## src/rtl/snake_pkg.sv

```systemverilog
// Shared encodings for the snake direction input block: heading codes,
// button channel indices and the reversal helper.
package snake_pkg;

   localparam logic [1:0] DIR_UP    = 2'd0;
   localparam logic [1:0] DIR_RIGHT = 2'd1;
   localparam logic [1:0] DIR_DOWN  = 2'd2;
   localparam logic [1:0] DIR_LEFT  = 2'd3;

   localparam int BTN_UP    = 0;
   localparam int BTN_DOWN  = 1;
   localparam int BTN_LEFT  = 2;
   localparam int BTN_RIGHT = 3;

   // Encodings are arranged so the opposite heading differs only in bit 1.
   function automatic logic [1:0] dir_opposite(input logic [1:0] d);
      return d ^ 2'd2;
   endfunction

endpackage

```

## src/rtl/btn_debounce.sv

```systemverilog
// One button channel: polarity fix, 2-FF synchroniser, hold-time debounce
// counter and registered press/release pulses aligned with the level change.
module btn_debounce #(
   parameter int DEB_CYCLES = 250000,
   parameter int CNT_W      = 18,
   parameter bit ACTIVE_LOW = 1'b0
) (
   input  logic clock,
   input  logic resetn,
   input  logic raw_i,
   output logic level_o,
   output logic press_o,
   output logic release_o
);

   localparam logic [CNT_W-1:0] CNT_LAST = CNT_W'(DEB_CYCLES - 1);

   logic             sync1_q, sync2_q;
   logic             level_q, level_d;
   logic             press_q, press_d;
   logic             release_q, release_d;
   logic [CNT_W-1:0] cnt_q, cnt_d;

   always_comb begin
      level_d   = level_q;
      press_d   = 1'b0;
      release_d = 1'b0;
      cnt_d     = '0;
      // Any cycle where the synchronised input agrees with the level restarts the count.
      if (sync2_q != level_q) begin
         if (cnt_q == CNT_LAST) begin
            level_d   = sync2_q;
            press_d   = sync2_q;
            release_d = ~sync2_q;
         end else begin
            cnt_d = cnt_q + CNT_W'(1);
         end
      end
   end

   always_ff @(posedge clock or negedge resetn) begin
      if (!resetn) begin
         sync1_q   <= 1'b0;
         sync2_q   <= 1'b0;
         level_q   <= 1'b0;
         press_q   <= 1'b0;
         release_q <= 1'b0;
         cnt_q     <= '0;
      end else begin
         sync1_q   <= raw_i ^ ACTIVE_LOW;
         sync2_q   <= sync1_q;
         level_q   <= level_d;
         press_q   <= press_d;
         release_q <= release_d;
         cnt_q     <= cnt_d;
      end
   end

   assign level_o   = level_q;
   assign press_o   = press_q;
   assign release_o = release_q;

endmodule

```

## src/rtl/snake_dir_input.sv

```systemverilog
// Button debouncer array plus the snake heading register: direction presses
// are latched as a pending request and applied only on the game tick.
module snake_dir_input
   import snake_pkg::*;
#(
   parameter int         NUM_BTN    = 4,
   parameter int         DEB_CYCLES = 250000,
   parameter int         CNT_W      = 18,
   parameter bit         ACTIVE_LOW = 1'b0,
   parameter logic [1:0] INIT_DIR   = 2'd1
) (
   input  logic               clock,
   input  logic               resetn,
   input  logic [NUM_BTN-1:0] btn_raw,
   input  logic               enable,
   input  logic               tick,
   output logic [NUM_BTN-1:0] btn_level,
   output logic [NUM_BTN-1:0] btn_press,
   output logic [NUM_BTN-1:0] btn_release,
   output logic [1:0]         dir,
   output logic               dir_changed,
   output logic               dir_rejected
);

   for (genvar gi = 0; gi < NUM_BTN; gi++) begin : g_deb
      btn_debounce #(
         .DEB_CYCLES (DEB_CYCLES),
         .CNT_W      (CNT_W),
         .ACTIVE_LOW (ACTIVE_LOW)
      ) u_deb (
         .clock     (clock),
         .resetn    (resetn),
         .raw_i     (btn_raw[gi]),
         .level_o   (btn_level[gi]),
         .press_o   (btn_press[gi]),
         .release_o (btn_release[gi])
      );
   end

   logic [1:0] dir_q, dir_d;
   logic [1:0] pend_dir_q, pend_dir_d;
   logic       pend_vld_q, pend_vld_d;
   logic       changed_q, changed_d;
   logic       rejected_q, rejected_d;
   logic       sel_vld, req_vld;
   logic [1:0] sel_dir, req_dir;

   always_comb begin
      sel_vld = |btn_press[3:0];
      if (btn_press[BTN_UP])        sel_dir = DIR_UP;
      else if (btn_press[BTN_DOWN]) sel_dir = DIR_DOWN;
      else if (btn_press[BTN_LEFT]) sel_dir = DIR_LEFT;
      else                          sel_dir = DIR_RIGHT;
      req_vld = sel_vld | pend_vld_q;
      req_dir = sel_vld ? sel_dir : pend_dir_q;
   end

   always_comb begin
      dir_d      = dir_q;
      pend_dir_d = pend_dir_q;
      pend_vld_d = pend_vld_q;
      changed_d  = 1'b0;
      rejected_d = 1'b0;
      if (!enable) begin
         pend_vld_d = 1'b0;
      end else if (tick) begin
         // Reversal is judged against the heading in effect at this tick.
         pend_vld_d = 1'b0;
         if (req_vld) begin
            if (req_dir == dir_opposite(dir_q)) begin
               rejected_d = 1'b1;
            end else if (req_dir != dir_q) begin
               dir_d     = req_dir;
               changed_d = 1'b1;
            end
         end
      end else if (sel_vld) begin
         pend_vld_d = 1'b1;
         pend_dir_d = sel_dir;
      end
   end

   always_ff @(posedge clock or negedge resetn) begin
      if (!resetn) begin
         dir_q      <= INIT_DIR;
         pend_dir_q <= DIR_UP;
         pend_vld_q <= 1'b0;
         changed_q  <= 1'b0;
         rejected_q <= 1'b0;
      end else begin
         dir_q      <= dir_d;
         pend_dir_q <= pend_dir_d;
         pend_vld_q <= pend_vld_d;
         changed_q  <= changed_d;
         rejected_q <= rejected_d;
      end
   end

   assign dir          = dir_q;
   assign dir_changed  = changed_q;
   assign dir_rejected = rejected_q;

endmodule

```

## config.mk

```make
export PLATFORM = sky130hd
export DESIGN_NAME = snake_dir_input
export DESIGN_NICKNAME = d
export VERILOG_FILES = /design/src/rtl/snake_pkg.sv /design/src/rtl/btn_debounce.sv /design/src/rtl/snake_dir_input.sv
export SDC_FILE = /design/constraint.sdc
export NUM_CORES = 1
export LEC_CHECK = 0
export BUFFER_PORTS_ARGS = -buffer_cell sky130_fd_sc_hd__buf_2
export CELL_PAD_IN_SITES_DETAIL_PLACEMENT = 1
export CELL_PAD_IN_SITES_GLOBAL_PLACEMENT = 1
export CORE_UTILIZATION = 32
export DETAILED_ROUTE_END_ITERATION = 8
export PLACE_DENSITY_LB_ADDON = 0.3
export SETUP_SLACK_MARGIN = 0.1
export SYNTH_ARGS = -nofsm -noshare
export SYNTH_HDL_FRONTEND = slang
export SYNTH_HIERARCHICAL = 1
export SYNTH_SLANG_ARGS = --single-unit
```

## constraint.sdc

```tcl
create_clock -name clock -period 3 [get_ports clock]
set_clock_uncertainty 0.05 [all_clocks]
set_input_delay 0.9 -clock clock [delete_from_list [all_inputs] [get_ports clock]]
set_output_delay 0.9 -clock clock [all_outputs]
set_load 0.03 [all_outputs]
```

==> metrics.cfg, run 1 <==
[layout]
filler_cell_count=1553
multi_input_area_um2=2110
regArea_um2=2480
drive_gt1_share_pct=15.3
nets=484
area_delta_synth_final_pct=15.5
diodes=0

[die]
die_h_um=123
initial_utilization_pct=33.1
coreArea_um2=14000
rows=43
io_pins=24
fp.dieArea_um2=15000
die_w_um=123

[sta]
drv_slew=0
setup_violations=0
relSlewSlack_pct=61.3
fin_crit_ns=2.10
worstMarginPinSlew_ns=0.580
hold_viol_final=0
fmax_mhz=475
rsz0062_at_grt=no
setup_tns_ns=0
finalCritPeriodShare_pct=70.2

[clock_tree]
cts.sink_count=99
worstSkewPairLatency_ns=0.35
path_clk_slew_ns=0.06
cts_tree=built
cts_buffers=9
post_cts_buffers=0
cts_resized=0
clock_path_buffers=2
root_buffer=clkbuf_16
ctsHoldBuffers=0
htree_levels=3

[logic_synthesis]
yosys.area_share.simple_pct=26.7
synth-compound-area-share_pct=5.71
synth.area.top_cells=dfrtp_1, xor2_1, nor2_1
synth_top_cell_area_share_pct=52.8
synthArstFlopShare_pct=100
synth_fa_ha_area_share_pct=1.08
synth_seq_cells=99
synthMuxAreaShare_pct=2.02
synth_area_um2=4650
yosysWarnings=6
synth_edf_count=0
synth.most_common_cell=dfrtp_1
synth.avg_cell_area_um2=10.7
synth_nets=448
synth_top_area_cell=dfrtp_1
netlist_instances=436
ys_seq_area_share_pct=53.3
synth_xor_area_share_pct=9.99
synthFlopType=dfrtp_1
synth_top_family_by_area=simple AND/OR/NAND/NOR gates
ys_top_cells_by_count=dfrtp_1, nor2_1, xor2_1
ys_types=34

[worst_setup_path]
critical_path_required_ns=3.22
cp_top_family=simple AND/OR/NAND/NOR gates
critPathKind=reg -> reg
path_common_cell=or4_1
critPathMaxFanout=9
slowest_delay_ns=0.55
arrival_ns=2.32
crit_slowest_cell=or4_1
cp_num_buf_inv=0
cp-start-kind=flip-flop
timing.critical_path.to_type=flip-flop
path_cells=ha_1 -> nand3_2 -> or4_1 -> or4_1 -> a21oi_1

[power_and_ir_drop]
swShare_pct=20.2
p_leak_nw=2.16
p_int_mw=2.20
p_sw_mw=0.558
p_per_area_nw_per_um2=514
p_clk_share_pct=47.0
peakVddDrop_uv=351
seqPwrFrac_pct=49.8
comb_power_share_pct=3.2
total_power_mw=2.76

[place]
io_buffers=23
routabilityCongestion=0.763
hpwl_um=7240

[route]
antenna_left=0
drt_iter0_markers=178
vias_per_cell=5.34
drc=0
firstDrtPassIters=4
vias=3508
wl_per_cell_um=15.7
drt_wl_total_um=10300

[global_route]
gr-total-overflow=0
track_usage_pct=15.3
grt_pass1_vias=3561
grt_max_degree=44
antenna_found_initial=0
grt_pass1_wl_um=17800

[worst_hold_path]
hold_class=reg -> reg

[run_status]
outcome=complete, no violations

[job]
drv_cap=0

[final timing paths]
path | from | endpoint | slack, ns | cells past startpoint
max in group asynchronous | resetn | dir[0] | 1.72 | 2
min reg2reg | g_deb[2].u_deb/sync1_q | g_deb[2].u_deb/sync2_q | 0.30 | 0
max reg2reg | g_deb[2].u_deb/cnt_q[0] | g_deb[2].u_deb/cnt_q[16] | 0.90 | 5
max | g_deb[2].u_deb/cnt_q[0] | g_deb[2].u_deb/cnt_q[16] | 0.90 | 5
min in group asynchronous | resetn | g_deb[2].u_deb/cnt_q[16] | 0.49 | 1
min | g_deb[2].u_deb/sync1_q | g_deb[2].u_deb/sync2_q | 0.30 | 0
[power by group through the flow]
stage	registers, mW	clock network (mW)	logic [mW]
after global placement	1.40	0	0.0900
after CTS	1.37	1.35	0.0917
after floorplan	1.39	0	0.0359
final	1.37	1.30	0.0873
after global routing	1.38	1.39	0.103
after detailed placement	1.40	0	0.0912
[registers in the layout, indices dropped and copies added (netlist names)]
| register | cells |
|---|---|
| dir_rejected | 1 |
| g_deb.u_deb/sync1_q | 4 |
| dir_changed | 1 |
| g_deb.u_deb/press_o | 4 |
| g_deb.u_deb/release_o | 4 |
| g_deb.u_deb/level_o | 4 |
| g_deb.u_deb/sync2_q | 4 |
| pend_dir_q | 2 |
| pend_vld_q | 1 |
| g_deb.u_deb/cnt_q | 72 |
| dir | 2 |
[per-stage QoR]
stage | utilization, % | instance area, µm² | instances | worst slack [ns] | hold slack [ns]
after detailed placement | 35.9 | 5040 | 641 | 0.897 | 0.286
after global routing | 38.2 | 5370 | 657 | 0.777 | 0.314
after CTS | 38.2 | 5370 | 657 | 0.869 | 0.305
after global placement | 35.9 | 5040 | 641 | 0.965 | 0.282
after floorplan | - | 4650 | 436 | 1.07 | 0.281
final | 38.2 | 5370 | 657 | 0.895 | 0.301
[placed cells by master, fill, tap and decap left out, types with 13 or more instances in the layout]
cell / count
dfrtp_1: 98
xor2_1: 28
nand4_1: 24
nand3_1: 24
nor2_1: 59
o21ai_0: 13
a21oi_1: 17
xnor2_1: 25
nand2_1: 20
buf_2: 22
or4_1: 20
[routing by layer]
layer | global-route usage (%) | vias up | wire length, µm
li1 | - | 1661 | -
met5 | 0 | - | 0
met4 | 5.56 | 0 | 174
met1 | 20.1 | 1789 | 4960
met2 | 23.7 | 44 | 4750
met3 | 4.83 | 14 | 413
[cell families (layout without fill, tap and decap cells)]
kind of cell | after synthesis | in the layout
AOI/OAI and AO/OA | 40 | 40
xor gates and xnor gates | 53 | 53
adders and majority gates | 4 | 4
buffers and inverters | 12 | 53
DFF | 99 | 99
muxes | 8 | 8
and+or+nand+nor | 220 | 220
[area by class of cell]
class	instances	share of cell area (%)
clock buffer	13	4.47
clock inverter	3	1.68
inverter	4	0.280
multi-input combinational	325	39.4
sequential	99	46.2
tap	180	4.19
timing repair buffer	33	3.82
No activity file was read; power rests on OpenSTA's default activity.
==> inputs of run 2 (changes only) <==
- clock period: 3 -> 1.8 ns (I/O delays scaled with it)
==> run 2 against run 1 <==
  * The run now ends with setup timing left
  * Core utilization increased by 11 points
  * Routed wire length increased by 34%
  * Sequential share of layout area decreased by 10 points
  * Die area unchanged
  * Via count increased by 16%
  * Clock power increased by 47%
  * Register-to-register slack got worse by 1.0 ns
  * Hold slack got worse by 0.26 ns
  * Clock-buffer cell count decreased by 2
  * First-iteration DRC count decreased by 29%
==> metrics.cfg, run 2 (synthesized netlist as in run 1, its figures left out) <==
[power_and_ir_drop]
p_clk_share_pct=42.8
p_int_mw=3.40
p_per_area_nw_per_um2=643
comb_power_share_pct=6.0
p_leak_nw=2.93
p_sw_mw=1.07
peakVddDrop_uv=591
seqPwrFrac_pct=51.3
swShare_pct=24.0

[place]
io_buffers=23
routabilityCongestion=0.844
hpwl_um=9220
numPlacedInstances=744

[die]
coreArea_um2=14000
fp.dieArea_um2=15000
die_w_um=123
initial_utilization_pct=33.1
io_pins=24
die_h_um=123
rows=43

[route]
vias_per_cell=5.15
vias=4069
wl_per_cell_um=17.4
drt_wl_total_um=13800
antenna_left=0
drc=0
firstDrtPassIters=4
drt_iter0_markers=126

[global_route]
antenna_found_initial=0
grt_pass1_vias=4389
met1_usage_pct=23.4
grt_max_degree=27
grt.busiest_layer=met2
track_usage_pct=19.4
grt_use_met3_pct=3.67
grt.met2_usage_pct=33.8
gr-total-overflow=0
grt_pass1_wl_um=22100

[clock_tree]
htree_levels=3
path_clk_slew_ns=0.07
cts_tree=built
clock_path_buffers=2
cts_buffers=9
root_buffer=clkbuf_16
cts.sink_count=99
worstSkewPairLatency_ns=0.36

[job]
drv_cap=0

[layout]
regArea_um2=2490
diodes=0
final_common_cell=buf_4
filler_cell_count=1509
multi_input_area_um2=2590
nets=617
instances_no_fill=790
drive_gt1_share_pct=48.7
largest_reg_flops=72
top_register=g_deb.u_deb/cnt_q
area_delta_synth_final_pct=49.6
final_cell_mix=buf_4, dfrtp_1, nor2_1, xor2_1

[sta]
hold_viol_final=0
drv_slew=0
holdWs_ns=0.0364
fmax_mhz=518
relSlewSlack_pct=72.6
setup_tns_ns=-4.33
worstMarginPinSlew_ns=0.407
finalCritPeriodShare_pct=107
worst_slack_ns=-0.130
setup_violations=68
fin_crit_ns=1.93
rsz0062_at_grt=yes

[worst_hold_path]
hold_class=in -> async

[worst_setup_path]
critPathMaxFanout=4
critPathKind=reg -> reg
critical_path_required_ns=1.99
cp-startpoint=g_deb[1].u_deb/cnt_q[11]
timing.rr.start=g_deb[1].u_deb/cnt_q[11]
timing.critical_path.to_type=flip-flop
arrival_ns=2.12
cp-start-kind=flip-flop

[run_status]
failed_checks=setup timing
outcome=finished with violations

## run 2: cell count changes in the layout (fill, tap and decap cells not counted), moves of 11 or more
cell / previous run / this run
nor2_1: 59 / 28
buf_4: 10 / 117
a21oi_2: 0 / 11
or4_1: 20 / 9
buf_6: 0 / 24
nor2_2: 0 / 25
or4_4: 1 / 15
a21oi_1: 17 / 6
## run 2: final timing paths
path	end	slack (ns)	cells after the start
min in group clock	g_deb[1].u_deb/sync1_q	0.24	1
hold reg to reg	g_deb[0].u_deb/sync2_q	0.30	0
hold / removal	g_deb[2].u_deb/cnt_q[8]	0.04	1
max in group asynchronous	g_deb[0].u_deb/cnt_q[13]	1.06	2
setup reg to reg	g_deb[1].u_deb/cnt_q[10]	-0.13	6
setup / recovery	g_deb[1].u_deb/cnt_q[10]	-0.13	6
## run 2: metrics by stage
step | utilization [%] | power (mW) | instance area (µm²) | setup slack, ns
2_1_floorplan | - | 2.41 | 4840 | -0.0578
3_3_place_gp | 42.6 | 2.54 | 5980 | -0.0734
3_5_place_dp | 42.6 | 2.55 | 5980 | -0.111
4_1_cts | 47.2 | 4.50 | 6620 | -0.0790
5_1_grt | 49.5 | 4.63 | 6950 | -0.185
6_report | 49.5 | 4.47 | 6950 | -0.130
## run 2: worst max-delay path, stage by stage, from the launching register on
cell and delay (ns):
dfrtp_1 0.40, or4b_4 0.55, buf_6 0.14, o41ai_4 0.32, buf_4 0.19, buf_6 0.13
nor2_2 0.04
## run 2: routing by layer
layer | vias to the layer above | routed length (µm)
met5 | - | 0
met4 | 0 | 265
met3 | 17 | 373
met2 | 43 | 7180
met1 | 2079 | 5950
li1 | 1930 | -
## run 2: cell type report
type | instances | share of cell area, %
flip-flops and latches | 99 | 35.8
well taps | 180 | 3.24
inverters | 4 | 0.216
repair buffers | 166 | 19.4
multi-input cells | 325 | 37.2
clock buffers | 11 | 3.64
clock inverters | 5 | 0.522
## run 2: power by group through the flow
stage / Sequential [mW] / Combinational [mW] / Clock (mW)
finish: 2.29 / 0.267 / 1.91
global route: 2.29 / 0.295 / 2.04
CTS: 2.29 / 0.240 / 1.97
detailed placement: 2.33 / 0.215 / 0
global placement: 2.33 / 0.207 / 0
floorplan: 2.33 / 0.0776 / 0
## run 2: repair_timing
item	4_1_cts	5_1_grt
endpoints found under the setup margin	88	89
pin swaps	18	19
resized for setup	56	68
endpoints found under the hold margin	0	0
gates cloned	0	1
setup buffers	19	11
hold buffers	0	0
